## src/rtl/writeback_arbiter_pkg.sv

```systemverilog
// Shared writeback types and default sizing for the unit-to-register-file path.
// Pure declarations: no latency, no flow control.
package writeback_arbiter_pkg;

  localparam int NUM_WB_UNITS = 4;
  localparam int LOG2_MAX_IDS = 3;
  localparam int XLEN         = 32;

  typedef struct packed {
    logic [LOG2_MAX_IDS-1:0] id;
    logic [XLEN-1:0]         data;
  } wb_packet_t;

  typedef logic [NUM_WB_UNITS-1:0][LOG2_MAX_IDS-1:0] unit_id_array_t;
  typedef logic [NUM_WB_UNITS-1:0][XLEN-1:0]         unit_rd_array_t;

endpackage

```

## src/rtl/writeback_arbiter_if.sv

```systemverilog
// Writeback bundle: per-unit done/id/rd with returned ack, plus the registered output handshake.
// master = units and register-file side, slave = the arbiter.
interface writeback_arbiter_if
  import writeback_arbiter_pkg::*;
#(
  parameter int NUM_UNITS  = NUM_WB_UNITS,
  parameter int DATA_WIDTH = XLEN,
  parameter int ID_WIDTH   = LOG2_MAX_IDS
);
  localparam int UNIT_W = $clog2(NUM_UNITS);

  logic [NUM_UNITS-1:0]                 unit_done;
  logic [NUM_UNITS-1:0][ID_WIDTH-1:0]   unit_id;
  logic [NUM_UNITS-1:0][DATA_WIDTH-1:0] unit_rd;
  logic [NUM_UNITS-1:0]                 unit_ack;

  logic                  wb_valid;
  logic                  wb_ready;
  logic [ID_WIDTH-1:0]   wb_id;
  logic [DATA_WIDTH-1:0] wb_data;
  logic [UNIT_W-1:0]     wb_unit;

  modport master (
    output unit_done, unit_id, unit_rd, wb_ready,
    input  unit_ack, wb_valid, wb_id, wb_data, wb_unit
  );

  modport slave (
    input  unit_done, unit_id, unit_rd, wb_ready,
    output unit_ack, wb_valid, wb_id, wb_data, wb_unit
  );

endinterface

```

## src/rtl/writeback_arbiter_rr.sv

```systemverilog
// Combinational round-robin pick: searches last_grant+1 onward, wrapping, returns one-hot and index.
// Zero latency; no state, the caller owns last_grant.
module round_robin_arbiter #(
  parameter int NUM_UNITS = 4,
  parameter int IDX_W     = $clog2(NUM_UNITS)
) (
  input  logic [NUM_UNITS-1:0] req,
  input  logic [IDX_W-1:0]     last_grant,
  output logic [NUM_UNITS-1:0] grant,
  output logic [IDX_W-1:0]     grant_idx,
  output logic                 any_request
);

  logic             found;
  logic [IDX_W-1:0] cand_idx;
  int               cand;

  always_comb begin
    found     = 1'b0;
    grant_idx = '0;
    cand      = 0;
    cand_idx  = '0;
    // k runs 1..N so the previous winner is considered last
    for (int k = 1; k <= NUM_UNITS; k++) begin
      cand = int'(last_grant) + k;
      if (cand >= NUM_UNITS) cand = cand - NUM_UNITS;
      cand_idx = IDX_W'(cand);
      if (!found && req[cand_idx]) begin
        found     = 1'b1;
        grant_idx = cand_idx;
      end
    end
    grant            = '0;
    grant[grant_idx] = found;
  end

  assign any_request = |req;

endmodule

```

## src/rtl/writeback_arbiter.sv

```systemverilog
// Round-robin writeback arbiter: ack is combinational in the done cycle, result registered for N+1.
// Output stalls (no acks) while wb_valid & ~wb_ready; drain and refill in the same cycle without a bubble.
module writeback_arbiter
  import writeback_arbiter_pkg::*;
#(
  parameter int NUM_UNITS  = NUM_WB_UNITS,
  parameter int DATA_WIDTH = XLEN,
  parameter int ID_WIDTH   = LOG2_MAX_IDS
) (
  input logic              clk,
  input logic              rst_n,
  writeback_arbiter_if.slave bus
);

  localparam int UNIT_W = $clog2(NUM_UNITS);

  typedef struct packed {
    logic [ID_WIDTH-1:0]   id;
    logic [DATA_WIDTH-1:0] data;
  } pkt_t;

  logic [NUM_UNITS-1:0] rr_grant;
  logic [UNIT_W-1:0]    grant_idx;
  logic                 any_request;
  logic [UNIT_W-1:0]    last_grant;
  logic                 can_accept;
  logic                 grant_vld;

  pkt_t              wb_q;
  logic              wb_valid_q;
  logic [UNIT_W-1:0] wb_unit_q;

  round_robin_arbiter #(
    .NUM_UNITS (NUM_UNITS),
    .IDX_W     (UNIT_W)
  ) u_rr (
    .req         (bus.unit_done),
    .last_grant  (last_grant),
    .grant       (rr_grant),
    .grant_idx   (grant_idx),
    .any_request (any_request)
  );

  assign can_accept = ~wb_valid_q | bus.wb_ready;
  // rst_n gate keeps a unit from dropping its result while the output stage is held in reset
  assign grant_vld  = can_accept & any_request & rst_n;

  assign bus.unit_ack = grant_vld ? rr_grant : '0;

  always_ff @(posedge clk or negedge rst_n) begin
    if (!rst_n) begin
      last_grant <= UNIT_W'(NUM_UNITS - 1);
      wb_valid_q <= 1'b0;
      wb_unit_q  <= '0;
      wb_q       <= '0;
    end else if (grant_vld) begin
      last_grant <= grant_idx;
      wb_valid_q <= 1'b1;
      wb_unit_q  <= grant_idx;
      wb_q.id    <= bus.unit_id[grant_idx];
      wb_q.data  <= bus.unit_rd[grant_idx];
    end else if (bus.wb_ready) begin
      wb_valid_q <= 1'b0;
    end
  end

  assign bus.wb_valid = wb_valid_q;
  assign bus.wb_id    = wb_q.id;
  assign bus.wb_data  = wb_q.data;
  assign bus.wb_unit  = wb_unit_q;

endmodule

```

## src/flat_wrapper.sv

```systemverilog
// flat-port wrapper written by rule: the top's interface ports become plain ports
module writeback_arbiter_flat import writeback_arbiter_pkg::*;
#(
  parameter int NUM_UNITS  = NUM_WB_UNITS,
  parameter int DATA_WIDTH = XLEN,
  parameter int ID_WIDTH   = LOG2_MAX_IDS
)
  (clk, rst_n, bus_unit_done, bus_unit_id, bus_unit_rd, bus_wb_ready, bus_unit_ack, bus_wb_valid, bus_wb_id, bus_wb_data, bus_wb_unit);
  writeback_arbiter_if #(.NUM_UNITS(NUM_UNITS), .DATA_WIDTH(DATA_WIDTH), .ID_WIDTH(ID_WIDTH)) bus_i ();
  input logic clk;
  input logic rst_n;
  input wire logic [$bits(bus_i.unit_done)-1:0] bus_unit_done;
  input wire logic [$bits(bus_i.unit_id)-1:0] bus_unit_id;
  input wire logic [$bits(bus_i.unit_rd)-1:0] bus_unit_rd;
  input wire logic [$bits(bus_i.wb_ready)-1:0] bus_wb_ready;
  output wire logic [$bits(bus_i.unit_ack)-1:0] bus_unit_ack;
  output wire logic [$bits(bus_i.wb_valid)-1:0] bus_wb_valid;
  output wire logic [$bits(bus_i.wb_id)-1:0] bus_wb_id;
  output wire logic [$bits(bus_i.wb_data)-1:0] bus_wb_data;
  output wire logic [$bits(bus_i.wb_unit)-1:0] bus_wb_unit;
  assign bus_i.unit_done = bus_unit_done;
  assign bus_i.unit_id = bus_unit_id;
  assign bus_i.unit_rd = bus_unit_rd;
  assign bus_i.wb_ready = bus_wb_ready;
  assign bus_unit_ack = bus_i.unit_ack;
  assign bus_wb_valid = bus_i.wb_valid;
  assign bus_wb_id = bus_i.wb_id;
  assign bus_wb_data = bus_i.wb_data;
  assign bus_wb_unit = bus_i.wb_unit;
  writeback_arbiter #(.NUM_UNITS(NUM_UNITS), .DATA_WIDTH(DATA_WIDTH), .ID_WIDTH(ID_WIDTH)) u_core (.clk(clk), .rst_n(rst_n), .bus(bus_i));
endmodule
```

## config.mk

```make
export PLATFORM = sky130hd
export DESIGN_NAME = writeback_arbiter_flat
export DESIGN_NICKNAME = d
export VERILOG_FILES = /design/src/rtl/writeback_arbiter_pkg.sv /design/src/rtl/writeback_arbiter_if.sv /design/src/rtl/writeback_arbiter_rr.sv /design/src/rtl/writeback_arbiter.sv /design/src/flat_wrapper.sv
export SDC_FILE = /design/constraint.sdc
export NUM_CORES = 1
export LEC_CHECK = 0
export CAP_MARGIN = 0
export CORE_ASPECT_RATIO = 1.25
export CORE_MARGIN = 2
export CORE_UTILIZATION = 39
export DETAILED_ROUTE_END_ITERATION = 12
export GPL_ROUTABILITY_DRIVEN = 0
export GPL_TIMING_DRIVEN = 0
export PLACE_DENSITY = 0.95
export SLEW_MARGIN = 20
export SYNTH_ARGS = -nofsm -noshare
export SYNTH_HDL_FRONTEND = slang
export SYNTH_SLANG_ARGS = --single-unit
```

## constraint.sdc

```tcl
create_clock -name clk -period 4.1 [get_ports clk]
set_clock_uncertainty 0.1 [all_clocks]
set_input_delay 0.615 -clock clk [delete_from_list [all_inputs] [get_ports clk]]
set_output_delay 0.615 -clock clk [all_outputs]
set_load 0.02 [all_outputs]
```

==> results.sh, run 1 <==
export IMPL_status="complete, no violations"
export IMPL_period_share_pct=95.0
export IMPL_grt_pass1_vias=3330
export IMPL_critPathArrivalTime_ns=3.18
export IMPL_synth_top_cell_area_share_pct=34.4
export IMPL_synth_nets=449
export IMPL_startpoint_type="input port"
export IMPL_ctsResizeCount=0
export IMPL_track_usage_pct=25.8
export IMPL_final_nets=645
export IMPL_slowest_stage="o41ai_1"
export IMPL_synthMuxAreaShare_pct=13.7
export IMPL_fin_cells=589
export IMPL_yosysWarningCount=0
export IMPL_max_slew_margin_pct=57.3
export IMPL_worstReg2RegStart="u_core.last_grant[1]"
export IMPL_grt_overflow=0
export IMPL_holdBufCountCts=0
export IMPL_worstReg2RegEnd="u_core.bus.wb_data[11]"
export IMPL_htreeDepth=2
export IMPL_first_iter_violations=136
export IMPL_drt_wl_total_um=10100
export IMPL_vias_per_cell=5.46
export IMPL_area_growth_pct=76.2
export IMPL_dp_hpwl_um=8060
export IMPL_synth_distinct_cells=33
export IMPL_critPathCaptureType="output port"
export IMPL_antenna_left=0
export IMPL_ir_worst_vdd_uv=199
export IMPL_grt_pass1_wl_um=15800
export IMPL_initial_core_util_pct=39.9
export IMPL_path_clk_slew_ns=0.08
export IMPL_die_y_um=98.2
export IMPL_hold_viol_final=0
export IMPL_row_count=34
export IMPL_maxSlewViolCount=0
export IMPL_drcViolationCount=0
export IMPL_p_leak_nw=1.97
export IMPL_cpLargestDelayFamily="buffers and inverters"
export IMPL_setup_tns_final_ns=0
export IMPL_pre_cts_ws_ns=0.197
export IMPL_cts_buffer_depth=2
export IMPL_final_layout_size_suffix_gt1_share_pct=11.4
export IMPL_fmax_mhz=257
export IMPL_tightest_slew_ns=0.635
export IMPL_grt_max_degree=23
export IMPL_synthFlopType="dfrtp_1"
export IMPL_synth_edf_count=0
export IMPL_cp_buffers_inverters=3
export IMPL_clock_latency_ns=0.29
export IMPL_ioPinCount=189
export IMPL_cp_required_ns=3.38
export IMPL_postCtsSetupBuffers=0
export IMPL_antenna_found_initial=0
export IMPL_drv_cap=0
export IMPL_chipWidth_um=79.3
export IMPL_vias=3214
export IMPL_synthXorXnorAreaFrac_pct=0
export IMPL_yosysTopAreaCell="dfrtp_1"
export IMPL_setup_ws_ns=0.203
export IMPL_rsz0062_at_grt="false"
export IMPL_finalCriticalPeriod_ns=3.90
export IMPL_wl_per_cell_um=17.1
export IMPL_cp_cell_sequence="clkdlybuf4s50_1, o41ai_1, and2b_1, o31ai_4, buf_2, nor2_1, clkdlybuf4s50_1"
export IMPL_syn_area_mm2=0.00277
export IMPL_numCtsBuffers=5
export IMPL_final_setup_viol_count=0
export IMPL_crit_top_cell="clkdlybuf4s50_1"
export IMPL_synthArstFlopShare_pct=100
export IMPL_synthCells=302
export IMPL_p_per_area_mw_per_mm2=422
export IMPL_cts_root_buffer="clkbuf_8"
export IMPL_synth_simple_area_share_pct=19.1
export IMPL_worstPathMaxFanout=10
export IMPL_synthTopCellsByArea="dfrtp_1 34%, a211oi_1 11%, mux2i_1 7.6%, nor3_1 6.3%, o221a_2 6.1%"
export IMPL_avgSynthCellArea_um2=9.16
export IMPL_core_mm2=0.00693
export IMPL_rrSetupSlack_ns=1.64
export IMPL_synthAdderAreaFrac_pct=0
export IMPL_port_buffers=188
export IMPL_cts_tree="yes"
export IMPL_critPathMaxStageDelay_ns=0.64
export IMPL_synth_compound_area_share_pct=25.6
export IMPL_cts_sinks=40
export IMPL_first_pass_iters=4
export IMPL_synth_seq_cells=40
export IMPL_yosysSeqAreaShare_pct=36.3
export IMPL_worst_r2r_path_depth=8
export IMPL_die_area_mm2=0.00779
export IMPL_hold_path_class="in2async"
export IMPL_dp_cells=581
export IMPL_antenna_cells=0
export IMPL_path_class="in2out"
export IMPL_synth_top_family_by_area="compound AO/OA/AOI/OAI gates"
per-layer routing:
layer	part of all wire (%)	vias up	routed length, µm	track usage [%]
met5	0	-	0	0
met4	2.6	0	261	7.69
met3	8.1	21	818	6.19
met2	53	148	5300	49.2
met1	37	1518	3710	27.4
li1	-	1527	-	-
stage by stage:
stage          area [µm²]  power [mW]  hold slack, ns  util [%]
3_3_place_gp         4760        1.75           0.360      68.7
5_1_grt              4870        2.17           0.247      70.3
2_1_floorplan        2770        1.23           0.219         -
4_1_cts              4870        2.07           0.227      70.3
6_report             4870        2.06           0.209      70.3
3_5_place_dp         4780        1.79           0.369      69.0
cells in the mapped netlist, types with 2 or more instances:
master     n
buf_6      2
mux2_1     4
dfrtp_1   38
nand2_1   38
a211oi_1  40
o221a_2   15
mux2_2    11
nand3b_1   2
a21o_1     2
dfstp_2    2
mux2i_1   21
nor3_1    35
clkbuf_1  14
a211o_1   15
a21oi_1    4
buf_2     10
nor2_1    29
nand2b_1   3
buf_4      3
how the worst max path moves through the flow:
stage | slack (ns) | startpoint | endpoint | cells past startpoint
after floorplan | 1.46 | bus_unit_done[3] | bus_unit_ack[3] | 6
after global placement | -1.29 | rst_n | bus_unit_ack[3] | 8
after detailed placement | 0.20 | rst_n | bus_unit_ack[3] | 9
after CTS | 0.19 | rst_n | bus_unit_ack[3] | 9
after global routing | 0.07 | rst_n | bus_unit_ack[3] | 9
final | 0.20 | bus_unit_done[2] | bus_unit_ack[0] | 7
registers in the layout, summed over array words and instances, names as in the netlist:
register             count
u_core.bus.wb_data      32
u_core.bus.wb_id         3
u_core.bus.wb_unit       2
u_core.last_grant        2
u_core.bus.wb_valid      1
cell families (layout without fill, tap and decap cells):
kind of cell / Yosys count / count (layout)
AOI/OAI and AO/OA: 82 / 82
buffers and inverters: 29 / 226
DFF: 40 / 40
muxes: 36 / 36
and+or+nand+nor: 115 / 115
layout make-up:
type                       count  area, µm²
buffer                        29        148
tap                           90        113
sequential                    40       1000
timing repair buffer         189       1900
clock buffer                   8       90.1
multi-input combinational    233       1620
fill                         553       2060
power by group:
group	switching [mW]	internal, mW
combinational	0.569	0.599
sequential	0.0763	0.536
clock	0.139	0.138
layout by cell type, fill, tap and decap left out, types with 2 or more instances in the layout:
cell type	count
dfrtp_1	38
nor3_1	35
nor2_1	29
a211o_1	15
buf_4	3
dfstp_2	2
mux2_1	4
a21o_1	2
clkbuf_8	6
o221a_2	15
nand2b_1	3
mux2_2	11
a21oi_1	4
mux2i_1	21
a211oi_1	40
clkbuf_1	16
buf_6	2
nand3b_1	2
nand2_1	38
buf_2	11
clkdlybuf4s50_1	187
(Power assumes the default switching activity.)
==> run 2: changes to the inputs <==
GPL_TIMING_DRIVEN = not set   (was 0)
clock period = 5 ns   (was 4.1 ns; I/O delays follow)
==> run 2 against run 1 <==
Against the previous run: sequential cell count unchanged; worst hold slack better by 0.22 ns; sequential share of layout area up 0.31 points; critical path type unchanged.
==> results.sh, run 2 (synthesis gave the netlist of run 1 again) <==
export IMPL_status="complete, no violations"
export IMPL_multi_input_area_mm2=0.00163
export IMPL_dp_hpwl_um=7600
export IMPL_min_delay_start="u_core.bus.wb_unit[1]"
export IMPL_vias=3151
export IMPL_fmax_mhz=250
export IMPL_ff_latch_area_mm2=0.00100
export IMPL_ioPinCount=189
export IMPL_cts_tree="yes"
export IMPL_antenna_found_initial=0
export IMPL_antenna_left=0
export IMPL_antenna_cells=0
export IMPL_hold_viol_final=0
export IMPL_final_setup_viol_count=0
export IMPL_initial_core_util_pct=39.9
export IMPL_path_clk_slew_ns=0.08
export IMPL_period_share_pct=80.0
export IMPL_fillers=555
export IMPL_ctsResizeCount=0
export IMPL_setup_ws_ns=1.00
export IMPL_numCtsBuffers=5
export IMPL_drt_wl_total_um=10300
export IMPL_postCtsSetupBuffers=0
export IMPL_tightest_slew_ns=0.823
export IMPL_first_iter_violations=112
export IMPL_maxSlewViolCount=0
export IMPL_drcViolationCount=0
export IMPL_startpoint_type="input port"
export IMPL_final_common_cell="clkdlybuf4s50_1"
export IMPL_htreeDepth=2
export IMPL_drv_cap=0
export IMPL_cts_sinks=40
export IMPL_rsz0062_at_grt="false"
export IMPL_largest_reg_flops=32
export IMPL_die_area_mm2=0.00779
export IMPL_max_slew_margin_pct=45.0
export IMPL_ir_worst_vdd_uv=162
export IMPL_chipWidth_um=79.3
export IMPL_cts_buffer_depth=2
export IMPL_port_buffers=188
export IMPL_core_mm2=0.00693
export IMPL_worstReg2RegStart="u_core.last_grant[1]"
export IMPL_clock_latency_ns=0.28
export IMPL_setup_tns_final_ns=0
export IMPL_p_leak_nw=1.94
export IMPL_layout_common_cells="187 x clkdlybuf4s50_1, 40 x a211oi_1, 38 x nand2_1, 38 x dfrtp_1, 35 x nor3_1"
export IMPL_final_layout_size_suffix_gt1_share_pct=10.9
export IMPL_p_total_mw=1.71
export IMPL_grt_pass1_wl_um=16200
export IMPL_track_usage_pct=26.2
export IMPL_final_nets=624
export IMPL_critPathCaptureType="output port"
export IMPL_wl_met3_um=986
export IMPL_path_class="in2out"
export IMPL_dp_cells=560
export IMPL_grt_max_degree=41
export IMPL_grt_pass1_vias=3410
export IMPL_cts_root_buffer="clkbuf_8"
export IMPL_crit_start="bus_unit_done[0]"
export IMPL_wl_met1_um=3600
export IMPL_cp_required_ns=4.15
export IMPL_dr_max_layer_used="met4"
export IMPL_area_growth_pct=73.5
export IMPL_fin_util_pct=69.2
export IMPL_first_pass_iters=4
export IMPL_wl_per_cell_um=18.2
export IMPL_worstPathMaxFanout=17
export IMPL_critPathArrivalTime_ns=3.15
export IMPL_hold_path_class="reg2reg"
export IMPL_pre_cts_ws_ns=1.04
export IMPL_p_per_area_mw_per_mm2=356
export IMPL_grt_overflow=0
export IMPL_row_count=34
export IMPL_vias_per_cell=5.55
export IMPL_die_y_um=98.2
export IMPL_holdBufCountCts=0
export IMPL_wl_met2_um=5510
export IMPL_finalCriticalPeriod_ns=4.00
export IMPL_fin_cells=568
-- run 2: cell types whose count changed in the layout (fill, tap and decap cells not counted), sizes merged --
cell / before / now
clkbuf: 22 / 6
buf: 17 / 10
bufinv: 0 / 1
clkinv: 0 / 1
-- run 2: through the flow --
stage	cell area, µm²	hold slack (ns)
finish	4800	0.425
global route	4800	0.467
CTS	4800	0.442
detailed placement	4690	0.411
global placement	4690	0.416
floorplan	2770	0.354
-- run 2: critical path, cell delays in order --
cell and delay, ns:
clkdlybuf4s50_1 0.61, o41ai_1 0.16, nand2b_4 0.18, or4_4 0.65, nor2_1 0.15, clkdlybuf4s50_1 0.63
-- run 2: routing by layer --
metal | vias up | track usage (%)
li1 | 1490 | -
met1 | 1466 | 27.2
met2 | 173 | 48.9
met3 | 22 | 7.58
met4 | 0 | 9.68
met5 | - | 0
-- run 2: power by group --
part | leakage [nW] | internal (mW) | switching (mW)
Combinational | 1.44 | 0.478 | 0.463
Sequential | 0.440 | 0.440 | 0.0673
Clock | 0.0552 | 0.148 | 0.114
-- run 2: final timing paths --
check                                         end  slack [ns]  cells past startpoint
min                         u_core.bus.wb_unit[1]        0.43                      1
min in group asynchronous  u_core.bus.wb_data[14]        0.46                      2
min reg2reg                 u_core.bus.wb_unit[1]        0.43                      1
max in group asynchronous    u_core.last_grant[1]        3.97                      2
max                               bus_unit_ack[2]        1.00                      6
max reg2reg                u_core.bus.wb_data[18]        2.06                      7
-- run 2: area by class of cell --
cell class / count / area share, %
Sequential cell: 40 / 20.9
Clock buffer: 6 / 1.51
Clock inverter: 2 / 0.730
Timing Repair Buffer: 197 / 40.5
Multi-Input combinational cell: 233 / 34.0
Tap cell: 90 / 2.35
